===== src/rtl/csa_pkg.sv =====
// Shared definitions for the carry-select accumulator: state encoding,
// slice width and the signed-overflow helper.
package csa_pkg;

  // Width of one carry-select adder slice.
  localparam int SLICE_W = 4;

  // Burst state of the accumulator.
  typedef enum logic [1:0] {
    IDLE = 2'd0,  // accumulator is zero, no burst open
    ACC  = 2'd1,  // burst open, operands being summed
    DONE = 2'd2   // burst result held for the consumer
  } state_t;

  // Two's-complement overflow: the addends agree in sign but the result does not.
  function automatic logic signed_ovf(input logic a_msb,
                                      input logic b_msb,
                                      input logic s_msb);
    return (a_msb == b_msb) && (s_msb != a_msb);
  endfunction

endpackage


===== src/rtl/csa_slice4.sv =====
// One 4-bit carry-select adder slice: both carry-in outcomes are computed
// in parallel and the incoming carry only drives the final select.
module csa_slice4
  import csa_pkg::*;
(
  input  logic [SLICE_W-1:0] a_i,
  input  logic [SLICE_W-1:0] b_i,
  input  logic               cin_i,
  output logic [SLICE_W-1:0] sum_o,
  output logic               cout_o
);

  logic [SLICE_W:0] sum_c0;
  logic [SLICE_W:0] sum_c1;

  // Precompute the slice result for carry-in 0 and carry-in 1, then select.
  always_comb begin
    sum_c0 = {1'b0, a_i} + {1'b0, b_i};
    sum_c1 = {1'b0, a_i} + {1'b0, b_i} + (SLICE_W + 1)'(1);
    {cout_o, sum_o} = cin_i ? sum_c1 : sum_c0;
  end

endmodule


===== src/rtl/csa_accum.sv =====
// Burst accumulator built on a chain of carry-select slices.
// Operands arrive over a valid/ready port and are added or subtracted into
// the accumulator; the operand flagged last closes the burst and the total,
// final carry-out and sticky signed overflow are presented on the result port.
// Optional feature: define CSA_ACCUM_SAT_EN to clamp the accumulator on
// signed overflow instead of wrapping.
//
// Handshake: a transfer happens on a rising edge where valid and ready are
// both 1; the source holds valid (and its payload) until that edge, ready may
// depend on state only, and neither side may retract valid before transfer.
module csa_accum
  import csa_pkg::*;
#(
  parameter int WIDTH = 16
) (
  input  logic             clk,
  input  logic             rst_n,
  input  logic             in_valid,
  output logic             in_ready,
  input  logic [WIDTH-1:0] in_data,
  input  logic             in_sub,
  input  logic             in_last,
  output logic             out_valid,
  input  logic             out_ready,
  output logic [WIDTH-1:0] out_sum,
  output logic             out_cout,
  output logic             out_ovf,
  output state_t           dbg_state
);

  localparam int NSLICE = WIDTH / SLICE_W;

  if ((WIDTH % SLICE_W) != 0 || WIDTH < SLICE_W) begin : g_bad_width
    $error("csa_accum: WIDTH must be a positive multiple of 4");
  end

  state_t           state_q, state_d;
  logic [WIDTH-1:0] acc_q, acc_d;
  logic             cout_q, cout_d;
  logic             ovf_q, ovf_d;

  logic [WIDTH-1:0] acc_base;
  logic [WIDTH-1:0] operand;
  logic [WIDTH-1:0] raw_sum;
  logic [WIDTH-1:0] next_acc;
  logic [NSLICE:0]  carry;
  logic             add_ovf;
  logic             in_xfer;

  // Subtraction is acc + ~data + 1: invert here, the +1 enters as slice-0 carry-in.
  assign operand  = in_sub ? ~in_data : in_data;
  // A burst always starts from zero, whatever the register holds.
  assign acc_base = (state_q == IDLE) ? '0 : acc_q;
  assign carry[0] = in_sub;

  for (genvar i = 0; i < NSLICE; i++) begin : g_slice
    csa_slice4 u_slice (
      .a_i   (acc_base[i*SLICE_W +: SLICE_W]),
      .b_i   (operand[i*SLICE_W +: SLICE_W]),
      .cin_i (carry[i]),
      .sum_o (raw_sum[i*SLICE_W +: SLICE_W]),
      .cout_o(carry[i+1])
    );
  end

  assign add_ovf = signed_ovf(acc_base[WIDTH-1], operand[WIDTH-1], raw_sum[WIDTH-1]);

`ifdef CSA_ACCUM_SAT_EN
  // Clamp toward the sign of the addends: both positive -> max, both negative -> min.
  always_comb begin
    next_acc = raw_sum;
    if (add_ovf) begin
      next_acc = operand[WIDTH-1] ? {1'b1, {(WIDTH-1){1'b0}}}
                                  : {1'b0, {(WIDTH-1){1'b1}}};
    end
  end
`else
  // Plain modulo-2^WIDTH wrap.
  always_comb begin
    next_acc = raw_sum;
  end
`endif

  assign in_ready  = (state_q != DONE);
  assign in_xfer   = in_valid & in_ready;
  assign out_valid = (state_q == DONE);
  assign out_sum   = acc_q;
  assign out_cout  = cout_q;
  assign out_ovf   = ovf_q;
  assign dbg_state = state_q;

  // Next-state and datapath update: absorb operands, hold the result, release on accept.
  always_comb begin
    state_d = state_q;
    acc_d   = acc_q;
    cout_d  = cout_q;
    ovf_d   = ovf_q;
    case (state_q)
      IDLE, ACC: begin
        if (in_xfer) begin
          acc_d   = next_acc;
          cout_d  = carry[NSLICE];
          ovf_d   = ((state_q == IDLE) ? 1'b0 : ovf_q) | add_ovf;
          state_d = in_last ? DONE : ACC;
        end
      end
      DONE: begin
        if (out_ready) begin
          state_d = IDLE;
          acc_d   = '0;
          cout_d  = 1'b0;
          ovf_d   = 1'b0;
        end
      end
      default: begin
        state_d = IDLE;
        acc_d   = '0;
        cout_d  = 1'b0;
        ovf_d   = 1'b0;
      end
    endcase
  end

  // State and result registers; reset discards any open or held burst.
  always_ff @(posedge clk or negedge rst_n) begin
    if (!rst_n) begin
      state_q <= IDLE;
      acc_q   <= '0;
      cout_q  <= 1'b0;
      ovf_q   <= 1'b0;
    end else begin
      state_q <= state_d;
      acc_q   <= acc_d;
      cout_q  <= cout_d;
      ovf_q   <= ovf_d;
    end
  end

endmodule


===== config.mk =====
export PLATFORM = sky130hd
export DESIGN_NAME = csa_accum
export DESIGN_NICKNAME = d
export VERILOG_FILES = /design/src/rtl/csa_pkg.sv /design/src/rtl/csa_slice4.sv /design/src/rtl/csa_accum.sv
export SDC_FILE = /design/constraint.sdc
export NUM_CORES = 1
export LEC_CHECK = 0
export CAP_MARGIN = 15
export CORE_AREA = 8 8 70 72
export DETAILED_ROUTE_END_ITERATION = 7
export DIE_AREA = 0 0 78 80
export GPL_TIMING_DRIVEN = 0
export HOLD_SLACK_MARGIN = 0.03
export PLACE_DENSITY = 0.85
export SYNTH_ARGS = -nofsm -noshare
export SYNTH_HDL_FRONTEND = slang
export SYNTH_SLANG_ARGS = --single-unit

===== constraint.sdc =====
create_clock -name clk -period 7.9 [get_ports clk]
set_input_delay 2.37 -clock clk [delete_from_list [all_inputs] [get_ports clk]]
set_output_delay 2.37 -clock clk [all_outputs]
set_load 0.1 [all_outputs]

* After elaboration in Yosys (flattened, before gate mapping)
Index checks and enable logic that the tools add are counted.
** Storage, ports and cells
- Flip-flop bits (word level) :: 20
- Input port bits :: 22
- Output and inout port bits :: 22
- Word-level logic and storage cells :: 45
** Cells by class
- Add/subtract/negate cells :: 8
- Eq/ne operators :: 7
- Multiplexer cells :: 19
- Bitwise gates (word level) :: 3
- Reduce and logical (&&, ||, !) cells :: 4
** Operators by type and width (number)
- 16-bit 2-to-1 mux :: 4
- 16-bit case mux with 2 select lines :: 1
- 4-bit by 4-bit adder with 5-bit output :: 4
- 5-bit by 1-bit adder with 5-bit output, second input constant :: 4
- 5-bit 2-to-1 mux :: 4
- 16-bit inverter :: 1
- 2-bit 2-to-1 mux :: 3
- 1-bit 2-to-1 mux :: 4
- 2-bit != test, second input constant :: 2
- 1-bit case mux with 2 select lines :: 2
- 2-bit case mux with 2 select lines :: 1
- 2-bit by 1-bit equality test with 1-bit output, second input constant :: 1
- 2-bit equality test, second input constant :: 1
- 2-bit logical NOT :: 1
- 2-bit by 1-bit != test with 1-bit output, second input constant :: 1
- 2-bit AND reduction :: 1
- 2-bit OR reduction :: 1
- 1-bit AND :: 1
- 1-bit equality test :: 1
- 1-bit logical AND :: 1
- 1-bit != test :: 1
- 1-bit OR :: 1

* Longest topological paths before layout
Gate-level depths: netlist (run 1).
- Word-level depth :: 13
- Depth in mapped cells :: 15
- Gate-level depth less buffers :: 13

* Hierarchy
Synthesis (run 1) repeated with hierarchy kept, for this count alone.
** Unflattened totals
- Cell total of the unflattened synthesis :: 229
- Area, all modules :: 2020.7 um^2
** By module, submodules not included
- csa_accum :: times used 1, cells an instance 93, area each 1024.7 um^2, seq. area each 500.5 um^2
- csa_slice4 :: times used 4, cells an instance 34, area each 249.0 um^2, seq. area each 0.0 um^2

* Worst setup path after synthesis (run 1)
No wires, ideal clock.
- Path type :: in2reg
- From :: input in_sub
- To :: register ovf_q, in the netlist out_ovf
- Library setup time :: 0.092 ns
- Data arrival time :: 6.288 ns
- Required time :: 7.808 ns
- Path slack :: 1.520 ns
- Stages :: 14
- Buffers on the path :: 2
- Cells stage by stage :: buf_1 > clkbuf_1 > xor2_1 > ha_1 > fa_1 > ha_1 > a22oi_1 > a2111oi_2 > nor3_1 > a311oi_4 > a21oi_1 > a2111oi_4 > xnor3_1 > o31ai_2
** Between the ends
- Longest elaborated chain between the ends :: 12
- Elaborated cells between the ends (all ways) :: 19
- Those cells by class :: add/sub: 8; eq/ne: 2; mux: 7; bitwise: 1; reduce/logical: 1
** Ends and longest elaborated chain
- from (decl) :: line csa_accum.sv:21 : input logic in_sub,
- 16-bit 2-to-1 mux :: line csa_accum.sv:51 : assign operand = in_sub ? ~in_data : in_data;
- 4-bit by 4-bit adder with 5-bit output :: line csa_slice4.sv:18, csa_slice4.sv:19
- 5-bit by 1-bit adder with 5-bit output :: line csa_slice4.sv:19 : sum_c1 = {1'b0, a_i} + {1'b0, b_i} + (SLICE_W + 1)'(1);
- 5-bit 2-to-1 mux (4 in a row) :: line csa_slice4.sv:20 : {cout_o, sum_o} = cin_i ? sum_c1 : sum_c0;
- 1-bit != test :: line csa_pkg.sv:19 : return (a_msb == b_msb) && (s_msb != a_msb);
- 1-bit logical AND * :: line csa_pkg.sv:19
- 1-bit OR * :: line csa_accum.sv:103 : ovf_d = ((state_q == IDLE) ? 1'b0 : ovf_q) | add_ovf;
- 1-bit 2-to-1 mux * :: line csa_accum.sv:100 : if (in_xfer) begin
- 1-bit case mux with 2 select lines * :: line csa_accum.sv:98 : case (state_q)
- to (signal assigned) :: line csa_accum.sv:135 : ovf_q <= ovf_d;
- to (decl) :: line csa_accum.sv:40 : logic ovf_q, ovf_d;
Mark *: on every way between the ends. The rest lies on a longest branch, timed or not. The select of a mux whose other input is x is not followed.
A chain may end at the register's enable or synchronous reset.

* Worst setup path after layout (run 1)
Same ends and word-level chain as after synthesis.

==> run metrics, run 1 <==
outcome=finished, final reports clean; Worst EP required=approximately 8 ns; initial core utilization=52.37%; overall power=1.105 mW; total die area=6240 sq um; leakage power=1.140 nW; iteration-0 DRC count of the detailed router=~90; layout cells sized above 1=around 6%; Fmax achieved=133.7 MHz; max_cap viols=0; Hold Path Class=flip-flop to flip-flop; slew margin rel.=33.50%; clk_skew=0.003999 ns; DIE WIDTH=just under 80 um; placed cells=~310; register area share after synthesis=24.78%; Synth Flop Type=dfrtp_1; EDFF count, synth=0; H-tree depth=1; CTS buffer count=3; Syn Inst Count=221; most instantiated cells after synthesis=21 x nand2_1, 21 x xor2_1, 20 x dfrtp_1, 20 x ha_1, 16 x nor2b_1; GRT Util Overall=16.60%; distinct cell type count after synthesis=42; DRT antenna net count=0; Routed WL per cell=15.70 um; clk_lat worst skew=0.26 ns; syn_nets=267; ANT cells=0; top cell type's share of synthesized area=about a quarter; Final #Nets=315; Post-synth ARST share=100.0%; crit share post-route=between 90% and 100%; Std-Cell Rows=23; worst-case clock buffer depth=2; # hold bufs at CTS=0; worst reg2reg path depth=15; die height=80 um; Layout area overhead=27.14%; arrival time worst endpoint=7.65 ns; largest net degree at the start of global routing=21; DRT Pass-1 Iters=4; Top Ports=44; post-cts resize count=0; Final Slew Violations=0; dpl hpwl=3891 um; Setup Fix Bufs, Post-CTS=0; GPL Wtd Cong=0.8315; fin cells=318; mapped cell area=2019 sq um; core area=3856 sq um; antenna violations before repair=0; register bit total from synthesis=20; Hold Violations, Final=0; Tmin final=7.478 ns; global route overflow=0; Post-DP Area=2512 sq um; vias in the first global route=between 1500 and 2000; I/O Buffers=43; CTS tree=done; drc violations=0; setup tns final=0 ns; clock sinks=20; Area contributors post-synth=dfrtp_1 25%, ha_1 12%, xor2_1 9.1%, xnor2_1 5.6%, nor2b_1 5.0%; Finished Cell Area=2567 sq um; DRT Wirelength=4992 um; first-pass GRT wire length=8604 um; Hold Path Depth=2; Warnings, synthesis=0; Clock transition at path regs=0.08 ns; P per Cell Area=approximately 430 nW/um^2; unrepaired setup endpoints after global routing=false; Startpoint Class=input port; DR vias/cell=5.582; Final setup viols=0; Yosys top cell by area=dfrtp_1; CTS root buffer=clkbuf_8; Fill cells=355; Crit Path Category=input port to flip-flop; Vias=between 1500 and 2000; Worst Max-Slew Pin Slew=0.9944 ns; Mapped Avg Cell Area=9.138 sq um; CP Capture Type=flip-flop; Max FO, Critical Path=10; peak supply drop=0.2817 mV
[metrics by stage]
stage / hold slack, ns / worst slack [ns] / util (%)
6_report: 0.5001 / 0.4218 / 66.58
5_1_grt: 0.5337 / 0.05568 / 66.58
4_1_cts: 0.5047 / 0.3780 / 66.58
3_5_place_dp: 0.4856 / 0.1124 / 65.15
3_3_place_gp: 0.4828 / 0.1945 / 65.15
2_1_floorplan: 0.9773 / 1.520 / -
[placed cells by master (no fill, tap or decap), types with 4 or more instances in the layout]
| master | instances |
|---|---|
| a21o_1 | 8 |
| a21oi_1 | 12 |
| clkbuf_1 | 6 |
| clkbuf_8 | 4 |
| clkdlybuf4s50_1 | 43 |
| dfrtp_1 | 20 |
| fa_1 | 4 |
| ha_1 | 20 |
| inv_1 | 8 |
| mux2i_1 | 6 |
| nand2_1 | 21 |
| nand3_1 | 5 |
| nor2_1 | 7 |
| nor2b_1 | 16 |
| o21ai_0 | 15 |
| xnor2_1 | 13 |
| xor2_1 | 21 |
[power by group]
group | switching [mW] | internal (mW) | total (mW)
logic | 0.578 | 0.265 | 0.843
registers | 0.0344 | 0.146 | 0.181
clock network | 0.0368 | 0.0444 | 0.0811
[registers in the layout, summed over array words and instances (netlist names)]
signal	cells
out_sum	16
dbg_state	2
out_cout	1
out_ovf	1
[logic make-up (layout without fill, tap and decap cells)]
logic type,after synthesis,in the layout,share of synthesized area (%)
buffers and inverters,15,62,2.788
AO/OA/AOI/OAI,51,51,18.46
AND/OR/NAND/NOR,69,69,18.22
multiplexers,7,7,3.532
adder cells (fa/ha/maj),24,24,16.36
XOR/XNOR,35,35,15.86
flip-flops,20,20,24.78
[worst max-delay path, stage by stage]
cell and delay, ns:
clkdlybuf4s50_1 0.53, buf_1 0.61, clkbuf_1 0.73, xor2_1 0.16, ha_1 0.26, fa_1 0.53, ha_1 0.19, a22oi_1 0.12
a2111oi_2 0.25, nor3_1 0.14, a311oi_4 0.52, a21oi_1 0.24, a2111oi_4 0.44, xnor3_1 0.39, o31ai_2 0.18
[cell type report]
cell class / instances / area (sq um) / share of cell area [%]
Clock buffer: 4 / 55.05 / 2.144
Inverter: 8 / 30.03 / 1.170
Buffer: 7 / 26.28 / 1.023
Multi-Input combinational cell: 186 / 1463 / 56.97
Timing Repair Buffer: 43 / 430.4 / 16.76
Sequential cell: 20 / 500.5 / 19.49
Tap cell: 50 / 62.56 / 2.437
[worst paths after layout]
check                                     to  slack [ns]         start
max in group asynchronous       dbg_state[0]        4.64         rst_n
worst min register to register   out_sum[10]        0.50   out_sum[10]
worst max-delay path                 out_ovf        0.42        in_sub
worst min-delay path             out_sum[10]        0.50   out_sum[10]
worst max register to register       out_ovf        2.82  dbg_state[1]
min in group asynchronous        out_sum[10]        2.65         rst_n
[metal layers]
metal	vias up	share of wire, %	global-route usage [%]
met5	-	0	0
met4	0	0.16	4.630
met3	2	6.9	4.730
met2	45	49	28.49
met1	854	44	19.75
li1	874	-	-
Note: power is estimated with default switching activity, not from simulation.
==> run 2, diff against run 1 <==
Settings changed: SETUP_SLACK_MARGIN set to 0.4.
==> run 2 against run 1 <==
Count of clock-buffer cells in the layout did not move. First-iteration DRC count rose by 3.3%. Clock power rose by 0.9%. Combinational power barely moved. Sequential share of layout area barely moved. Critical path depth did not move. Worst hold slack barely moved. Power barely moved. Global-route usage did not move. Via count fell by 0.11%. Utilization rose by 0.065 points. Cell count did not move. Critical path type unchanged. Highest routed layer unchanged.
==> run metrics, run 2 (synthesis gave the netlist of run 1 again) <==
dpl hpwl=3891 um (unchanged); commonest cells after routing, fill and taps aside=43 x clkdlybuf4s50_1, 21 x xor2_1, 21 x nand2_1, 20 x ha_1, 20 x dfrtp_1; RR Startpoint=dbg_state[1]; DIE WIDTH=78 um (unchanged); I/O Buffers=43 (unchanged); Routed WL per cell=15.74 um (+0.28%); Final Slew Violations=0 (unchanged); CTS buffer count=3 (unchanged); crit share post-route=87.32% (-7.3 points); clk_lat worst skew=0.26 ns (about the same); GRT Util Overall=16.60% (unchanged); max_cap viols=0 (unchanged); outcome=finished, final reports clean; crit-path cells=clkdlybuf4s50_1 -> clkbuf_2 -> clkbuf_2 -> xor2_1 -> ha_1 -> fa_1 -> ha_1 -> a22oi_1 -> a2111oi_2 -> nor3_1 -> a311oi_4 -> a21oi_1 -> a2111oi_4 -> xnor3_1 -> o31ai_2; CTS tree=done; hold path startpoint=out_sum[10]; DRT Wirelength=5006 um (+0.28%); CP Capture Type=flip-flop; first-pass GRT wire length=8604 um (unchanged); Top Ports=44 (unchanged); DRT antenna net count=0 (unchanged); clk_skew=0.003037 ns (-0.0009627 ns); GPL Wtd Cong=0.8315 (unchanged); setup tns final=0 ns (unchanged); worst reg2reg path depth=15 (unchanged); vias in the first global route=1870 (unchanged); CTS root buffer=clkbuf_8; Crit Path Category=input port to flip-flop; ANT cells=0 (unchanged); initial core utilization=52.37% (unchanged); leakage power=1.146 nW (+0.52%); # hold bufs at CTS=0 (unchanged); terminating pin of the worst hold path=out_sum[10]; Startpoint Class=input port; flop2flop setup slack=2.81 ns (about the same); global route overflow=0 (unchanged); Worst EP required=8.08 ns (about the same); DRT Pass-1 Iters=4 (unchanged); worst-case clock buffer depth=2 (unchanged); CP peak stage delay=0.53 ns (-0.20 ns); Final setup viols=0 (unchanged); P per Cell Area=430.2 nW/um^2 (about the same); Crit path max-delay family=compound AO/OA/AOI/OAI gates; most common cell after layout, fill and taps aside=clkdlybuf4s50_1; CP max-delay cell=clkdlybuf4s50_1; largest net degree at the start of global routing=21 (unchanged); Hold Violations, Final=0 (unchanged); r2r endpoint=out_ovf; Layout area overhead=27.26% (about the same); total die area=6240 sq um (unchanged); antenna violations before repair=0 (unchanged); Max FO, Critical Path=10 (unchanged); layout cells sized above 1=6.716% (+0.75 points); DR vias/cell=5.575 (-0.11%); peak supply drop=0.2816 mV (about the same); H-tree depth=1 (unchanged); Std-Cell Rows=23 (unchanged); slew margin rel.=33.52% (about the same); Hold Path Class=flip-flop to flip-flop; Vias=1773 (-0.11%); Final #Nets=315 (unchanged); drc violations=0 (unchanged); crit path buf inv count=3 (unchanged); Fmax achieved=145.0 MHz (+8.4%); core area=3856 sq um (unchanged); Fill cells=353 (-0.56%); die height=80 um (unchanged); Finished Cell Area=2570 sq um (about the same); unrepaired setup endpoints after global routing=false; arrival time worst endpoint=7.07 ns (-0.58 ns); clock sinks=20 (unchanged); Worst Max-Slew Pin Slew=0.9941 ns (-0.0003838 ns); max FFs per register=16 (unchanged); Clock transition at path regs=0.08 ns (about the same); Post-DP Area=2512 sq um (unchanged); iteration-0 DRC count of the detailed router=95 (+3.3%); Tmin final=6.898 ns (-0.5803 ns); Hold Path Depth=2 (unchanged)
-- run 2: cell types whose count changed in the layout (fill, tap and decap cells not counted) --
cell and change:
clkbuf_2 +2, buf_1 -1, clkbuf_1 -1
-- run 2: area by class of cell --
class / count / area [sq um] / share of cell area [%]
multi-input combinational: 186 / 1463 / 56.91
tap: 50 / 62.56 / 2.434
timing repair buffer: 43 / 430.4 / 16.75
sequential: 20 / 500.5 / 19.47
buffer: 7 / 28.78 / 1.120
clock buffer: 4 / 55.05 / 2.142
inverter: 8 / 30.03 / 1.168
-- run 2: worst max-delay path by stage --
stage | slack [ns] | endpoint | startpoint | cells after the start
after detailed placement | 0.11 | out_ovf | in_sub | 15
after CTS | 0.67 | out_ovf | in_sub | 15
after floorplan | 1.52 | out_ovf | in_sub | 14
after global placement | 0.19 | out_ovf | in_sub | 15
after global routing | 0.69 | out_ovf | in_sub | 15
final | 1.00 | out_ovf | in_sub | 15
-- run 2: layer usage --
layer | part of all wire [%] | wire (um) | global-route usage [%] | up-vias
met2 | 49 | 2447 | 28.49 | 45
met5 | 0 | 0 | 0 | -
met4 | 0.16 | 8 | 4.630 | 0
met1 | 44 | 2215 | 19.75 | 852
li1 | - | - | - | 874
met3 | 6.7 | 335 | 4.730 | 2
-- run 2: tightest hold or removal path, cell delays in order, from the launching register on --
cell and delay [ns]:
dfrtp_1 0.36, nand2_1 0.05, o21ai_0 0.06
-- run 2: through the flow --
step                      power (mW)  util, %  hold WS (ns)  setup WS [ns]  cells
final                          1.106    66.65        0.5001          1.002    318
after global routing           1.179    66.65        0.5337         0.6917    318
after CTS                      1.109    66.61        0.5047         0.6666    318
after detailed placement       1.025    65.15        0.4856         0.1124    314
after global placement         1.006    65.15        0.4828         0.1945    314
after floorplan               0.8400        -        0.9773          1.520    221
-- run 2: timing repair --
item,CTS,global route
resized for setup,1,1
setup buffers,0,0
setup endpoints to repair,1,1
hold endpoints to repair,0,0
-- run 2: power by group --
part           internal [mW]  leakage [nW]  switching (mW)  total [mW]
logic                  0.265         0.863           0.578       0.843
registers              0.146         0.255          0.0341       0.180
clock network         0.0444        0.0288          0.0374      0.0818
==> run 3, diff against run 2 <==
Settings changed: CAP_MARGIN 15 to not set.
==> results of run 3 <==
No change in the layout: final DEF, timing and power equal those of run 2.
